<file path="src/rtl/multicycle_control_pkg.sv">
// Shared definitions for the multicycle controller: FSM states, opcode map
// and ALU operation codes.
package multicycle_control_pkg;

  typedef enum logic [2:0] {
    FETCH  = 3'd0,
    DECODE = 3'd1,
    EXEC   = 3'd2,
    MEM    = 3'd3,
    WB     = 3'd4
  } state_t;

  // Low two opcode bits select the instruction; any higher bit set is illegal.
  localparam logic [1:0] OP_ADD = 2'd0;
  localparam logic [1:0] OP_LW  = 2'd1;
  localparam logic [1:0] OP_SW  = 2'd2;
  localparam logic [1:0] OP_BEQ = 2'd3;

  localparam logic [1:0] ALU_ADD   = 2'b00;
  localparam logic [1:0] ALU_SUB   = 2'b01;
  localparam logic [1:0] ALU_FUNCT = 2'b10;

endpackage

</file>
<file path="src/rtl/multicycle_control_ctrl_decode.sv">
// Combinational control decode: state + latched opcode (+ mem_ready in FETCH)
// to datapath strobes.
module ctrl_decode
  import multicycle_control_pkg::*;
#(
  parameter int unsigned OPW = 2
) (
  input  state_t           state,
  input  logic [OPW-1:0]   op_q,
  input  logic             mem_ready,
  output logic             RegDst,
  output logic             RegWrite,
  output logic             ALUsrc,
  output logic             Branch,
  output logic             MemRead,
  output logic             MemWrite,
  output logic             MemtoReg,
  output logic [1:0]       ALUOp,
  output logic             PCWrite,
  output logic             IRWrite,
  output logic             illegal
);

  logic       legal;
  logic [1:0] op_lo;

  assign legal = (32'(op_q) < 32'd4);
  assign op_lo = op_q[1:0];

  // Moore-style decode of the control strobes; everything defaults low.
  always_comb begin
    RegDst   = 1'b0;
    RegWrite = 1'b0;
    ALUsrc   = 1'b0;
    Branch   = 1'b0;
    MemRead  = 1'b0;
    MemWrite = 1'b0;
    MemtoReg = 1'b0;
    ALUOp    = ALU_ADD;
    PCWrite  = 1'b0;
    IRWrite  = 1'b0;
    illegal  = 1'b0;
    case (state)
      FETCH: begin
        MemRead = 1'b1;
        IRWrite = mem_ready;
        PCWrite = mem_ready;
      end
      DECODE: illegal = !legal;
      EXEC: if (legal) begin
        case (op_lo)
          OP_ADD: ALUOp = ALU_FUNCT;
          OP_LW, OP_SW: ALUsrc = 1'b1;
          default: begin
            ALUOp  = ALU_SUB;
            Branch = 1'b1;
          end
        endcase
      end
      MEM: if (legal) begin
        MemRead  = (op_lo == OP_LW);
        MemWrite = (op_lo == OP_SW);
      end
      WB: if (legal) begin
        RegWrite = (op_lo == OP_ADD) || (op_lo == OP_LW);
        RegDst   = (op_lo == OP_ADD);
        MemtoReg = (op_lo == OP_LW);
      end
      default: ;
    endcase
  end

endmodule

</file>
<file path="src/rtl/multicycle_control.sv">
// Multicycle control unit: state register, latched opcode, retired counter,
// and next-state logic around the ctrl_decode strobe decoder.
module multicycle_control
  import multicycle_control_pkg::*;
#(
  parameter int unsigned OPW  = 2,
  parameter int unsigned CNTW = 16
) (
  input  logic            clk,
  input  logic            reset_n,
  input  logic [OPW-1:0]  opcode,
  input  logic            mem_ready,
  output logic            RegDst,
  output logic            RegWrite,
  output logic            ALUsrc,
  output logic            Branch,
  output logic            MemRead,
  output logic            MemWrite,
  output logic            MemtoReg,
  output logic [1:0]      ALUOp,
  output logic            PCWrite,
  output logic            IRWrite,
  output logic            illegal,
  output logic [2:0]      state,
  output logic [CNTW-1:0] retired
);

  state_t         state_q, state_d;
  logic [OPW-1:0] op_q;
  logic           retire;
  logic           legal;
  logic [1:0]     op_lo;

  assign legal = (32'(op_q) < 32'd4);
  assign op_lo = op_q[1:0];
  assign state = state_q;

  // Next state and the "instruction completes this cycle" flag.
  always_comb begin
    state_d = FETCH;
    retire  = 1'b0;
    case (state_q)
      FETCH:  state_d = mem_ready ? DECODE : FETCH;
      DECODE: state_d = legal ? EXEC : FETCH;
      EXEC: begin
        case (op_lo)
          OP_ADD:       state_d = WB;
          OP_LW, OP_SW: state_d = MEM;
          default: begin
            state_d = FETCH;
            retire  = 1'b1;
          end
        endcase
      end
      MEM: begin
        if (!mem_ready) begin
          state_d = MEM;
        end else if (op_lo == OP_LW) begin
          state_d = WB;
        end else begin
          state_d = FETCH;
          retire  = 1'b1;
        end
      end
      WB: begin
        state_d = FETCH;
        retire  = 1'b1;
      end
      default: state_d = FETCH;
    endcase
  end

  // State register, opcode latch and retired-instruction counter.
  always_ff @(posedge clk) begin
    if (!reset_n) begin
      state_q <= FETCH;
      op_q    <= '0;
      retired <= '0;
    end else begin
      state_q <= state_d;
      if (state_q == FETCH && mem_ready) op_q <= opcode;
      if (retire) retired <= retired + 1'b1;
    end
  end

  ctrl_decode #(.OPW(OPW)) u_decode (
    .state     (state_q),
    .op_q      (op_q),
    .mem_ready (mem_ready),
    .RegDst    (RegDst),
    .RegWrite  (RegWrite),
    .ALUsrc    (ALUsrc),
    .Branch    (Branch),
    .MemRead   (MemRead),
    .MemWrite  (MemWrite),
    .MemtoReg  (MemtoReg),
    .ALUOp     (ALUOp),
    .PCWrite   (PCWrite),
    .IRWrite   (IRWrite),
    .illegal   (illegal)
  );

endmodule
</file>
<file path="config.mk">
export PLATFORM = sky130hd
export DESIGN_NAME = multicycle_control
export DESIGN_NICKNAME = d
export VERILOG_FILES = /design/src/rtl/multicycle_control_pkg.sv /design/src/rtl/multicycle_control_ctrl_decode.sv /design/src/rtl/multicycle_control.sv
export SDC_FILE = /design/constraint.sdc
export NUM_CORES = 1
export LEC_CHECK = 0
export CAP_MARGIN = 15
export CORE_UTILIZATION = 45
export CTS_CLUSTER_SIZE = 25
export DETAILED_ROUTE_END_ITERATION = 16
export PLACE_DENSITY_LB_ADDON = 0.15
export SKIP_LAST_GASP = 1
export SLEW_MARGIN = 20
export SYNTH_ARGS = -nofsm -noshare
export SYNTH_HDL_FRONTEND = slang
export SYNTH_SLANG_ARGS = --single-unit
</file>
<file path="constraint.sdc">
create_clock -name clk -period 3.2 [get_ports clk]
set_clock_uncertainty 0.2 [all_clocks]
set_input_delay 0.64 -clock clk [delete_from_list [all_inputs] [get_ports clk]]
set_output_delay 0.64 -clock clk [all_outputs]
set_load 0.01 [all_outputs]
</file>
# Word-level counts from Yosys, hierarchy flattened
# Index checks and enable logic that the tools add are counted.
# classes
shifts	0
eq_ne	6
mux	20
n_div	0
n_reduce_logical	6
order_cmp	0
add_sub_neg	1
mul	0
bitwise	0
# ops
operator	n
adder 16 x 1 -> 16 bit, second input constant	1
two-way mux 1 bit	12
case mux 3 bit (4 select lines)	1
equality test 3 x 2 -> 1 bit, second input constant	2
two-way mux 3 bit	2
case mux 3 bit (2 select lines)	1
case mux 2 bit (2 select lines)	1
equality test 3 x 1 -> 1 bit, second input constant	1
equality test 3 bit, second input constant	1
logical NOT 3 bit	1
case mux 1 bit (3 select lines)	1
OR reduction 3 bit	1
equality test 2 x 1 -> 1 bit, second input constant	1
equality test 2 bit, second input constant	1
logical NOT 2 bit	1
two-way mux 2 bit	1
case mux 1 bit (2 select lines)	1
OR reduction 2 bit	1
logical AND 1 bit	1
logical OR 1 bit	1
# totals
reg_bits	21
mem_bits_rw	0
output_inout_bits	31
memories	0
latchBits	0
romBits	0
inputBits	5

# Logic depth before layout (Yosys ltp)
# depth
word_depth	4
depth_mapped	8

# Modules after synthesis
# Synthesis repeated with hierarchy kept, for this count alone.
# unflattened
hier_cells	160
area_unflattened_um2	1385.1
# by_module_without_submodules
module	n_inst	area_each_um2	cells_per_inst
multicycle_control	1	1203.7	136
ctrl_decode	1	181.4	24

# Worst setup path before layout
# Ideal clock, no wire load.
# synth_path
kind	input -> output
from	in mem_ready
to	out PCWrite
n_path_buf	1
path_slack_ps	681
path_stages	2
arrival_time_ps	1679
t_required_ps	2360
cell_sequence	nor4b_1 > buf_4
# synth_between
elab_chain_len	1
# synth_rtl
element	line	text
start: declaration	multicycle_control.sv:12	input logic mem_ready,
two-way mux 1 bit	multicycle_control_ctrl_decode.sv:43	case (state)
end: declaration	multicycle_control.sv:21	output logic PCWrite,
# No other way between the ends.

# Worst setup path in the final report
# Same ends and word-level chain as after synthesis.

==> metrics.yaml <==
status: "finished clean"
cts_hold_buffers: 0
setup_viol: 0
critPathMaxFanout: 6
r2r_end: "retired[5]$_SDFFE_PN0P_"
die_h_um: 53.96
antenna_found_initial: 0
firstDrtPassIters: 4
cts_tree: "built"
drv_slew: 0
cts_buffers: 3
dp_slack_ns: 0.1840
synth.avg_cell_area_um2: 8.616
gp_congestion: 0.7535
required_ns: 2.36
fmax_mhz: 330.8
yosys.area.top_type: "dfxtp_1"
yosysTopAreaCellShare_pct: 34.60
fin_crit_sh_pct: 94.47
worst_skew_pair.late_latency_ns: 0.30
io_pins: 36
netlist_top_cells_count: "dfxtp_1, a21oi_1, nor2_1, ha_1, or3_1"
startpoint_type: "input pin"
synthTopCellsByArea: "dfxtp_1, ha_1, a21oi_1"
synth-seq-area-share_pct: 34.60
cp-startpoint: "mem_ready"
groute.usage.overall_pct: 19.72
postRouteAntennaNets: 0
num_antenna_cells: 0
cts_resized: 0
r2r_start: "op_lo[1]$_SDFFE_PN0P_"
clockRootBuffer: "clkbuf_4"
async_flop_share_pct: 0
syn-num-nets: 154
leakage_nw: 0.5439
worstHoldPathCells: 2
synth_most_common_cell: "dfxtp_1"
cts.sinks: 21
synthCells: 141
cp-endpoint: "PCWrite"
finalHoldViolCount: 0
core_area_um2: 2522
wl_mm: 2.558
critPathArrivalTime_ns: 2.18
postCtsSetupBuffers: 0
grt_pass1_vias: 1001
r2r_setup_slack_ns: 0.97
end_kind: "primary output"
yosysWarnings: 0
ys.flop_type: "dfxtp_1"
wire_per_inst_um: 12.60
critical_path_class: "input pin to primary output"
hpwl_mm: 1.857
gr-total-overflow: 0
dieWidth_um: 53.96
vias_per_cell: 5.665
drive_above_1_share_pct: 5.780
rsz0062_at_grt: "no"
grt_pass1_wl_mm: 4.202
area_growth_pct: 29.76
start_util_pct: 48.16
ys_types: 40
h-tree-depth: 1
min_period_ns: 3.023
dieArea_um2: 2912
vias: 1150
clk_path_buf_depth: 2
grt_max_degree: 22
rows: 18
cellPowerDensity_nw_per_um2: 305.5
synth-edff-count: 0
syn-cell-area_um2: 1215
numPortBuffers: 34
timing.final.ws_setup_ns: 0.1769
first_iter_violations: 20
ff2ff_path_depth: 8
path_clk_slew_ns: 0.11
synth-seq-cells: 21
min_path_type: "register to register"
vdd_drop_max_mv: 0.3777
drc: 0
tns_ns: 0
nets: 187
maxCapViolations: 0
state kept, by name, summed over array words and instances, names as in the netlist:
name,count
op_lo,2
retired,16
state,3
layout by cell type, fill, tap and decap left out, types with 6 or more instances in the layout:
| master | Yosys | final |
|---|---|---|
| clkdlybuf4s50_1 | 0 | 34 |
| dfxtp_1 | 21 | 21 |
| a21oi_1 | 13 | 13 |
| nor2_1 | 10 | 10 |
| or3_1 | 8 | 8 |
| ha_1 | 8 | 8 |
| o21ai_0 | 7 | 7 |
| nand3_1 | 6 | 6 |
where the power goes:
| part | switching (mW) | internal, mW | total, mW |
|---|---|---|---|
| clock network | 0.0789 | 0.0485 | 0.127 |
| registers | 0.0116 | 0.266 | 0.278 |
| logic | 0.0361 | 0.0401 | 0.0762 |
critical path, cell delays in order:
cell,delay [ns]
clkdlybuf4s50_1,0.55
nor4b_1,0.26
buf_4,0.19
clkdlybuf4s50_1,0.53
metrics by stage:
stage,power (mW),util (%),std cells,cell area [um^2],hold WS (ns)
3_3_place_gp,0.3587,61.46,199,1550,0.2648
3_5_place_dp,0.3602,61.46,199,1550,0.2690
5_1_grt,0.5117,62.50,203,1577,0.3075
2_1_floorplan,0.3294,-,141,1215,0.2959
6_report,0.4817,62.50,203,1577,0.2796
4_1_cts,0.4876,62.50,203,1577,0.2852
logic make-up after synthesis:
family                   synth area share, %
buffers and inverters                  6.899
AND/OR/NAND/NOR                        29.97
XOR/XNOR                              0.7210
other                                 0.3087
adder cells (fa/ha/maj)                8.239
flip-flops                             34.60
multiplexers                          0.8239
AO/OA/AOI/OAI                          18.44
worst min path at each step:
stage,slack (ns),start,to
after floorplan,0.30,retired[15]$_SDFFE_PN0P_,retired[15]$_SDFFE_PN0P_
after global placement,0.26,retired[15]$_SDFFE_PN0P_,retired[15]$_SDFFE_PN0P_
after detailed placement,0.27,retired[15]$_SDFFE_PN0P_,retired[15]$_SDFFE_PN0P_
after CTS,0.29,retired[15]$_SDFFE_PN0P_,retired[15]$_SDFFE_PN0P_
after global routing,0.31,retired[15]$_SDFFE_PN0P_,retired[15]$_SDFFE_PN0P_
final,0.28,retired[15]$_SDFFE_PN0P_,retired[15]$_SDFFE_PN0P_
area by class of cell:
type                    count  area (um^2)
fillers                   230        945.9
flip-flops and latches     21        420.4
well taps                  30        37.54
multi-input cells         106        710.7
clock buffers               4        26.28
inverters                   5        18.77
repair buffers             37        362.8
layer usage:
metal | part of all wire [%] | vias to the layer above | global-route usage, %
li1 | - | 578 | -
met1 | 48 | 545 | 25.63
met2 | 48 | 27 | 31.48
met3 | 4.1 | 0 | 5.932
met4 | 0 | 0 | 4.825
met5 | 0 | - | 0
Note: power is estimated with default switching activity, not from simulation.
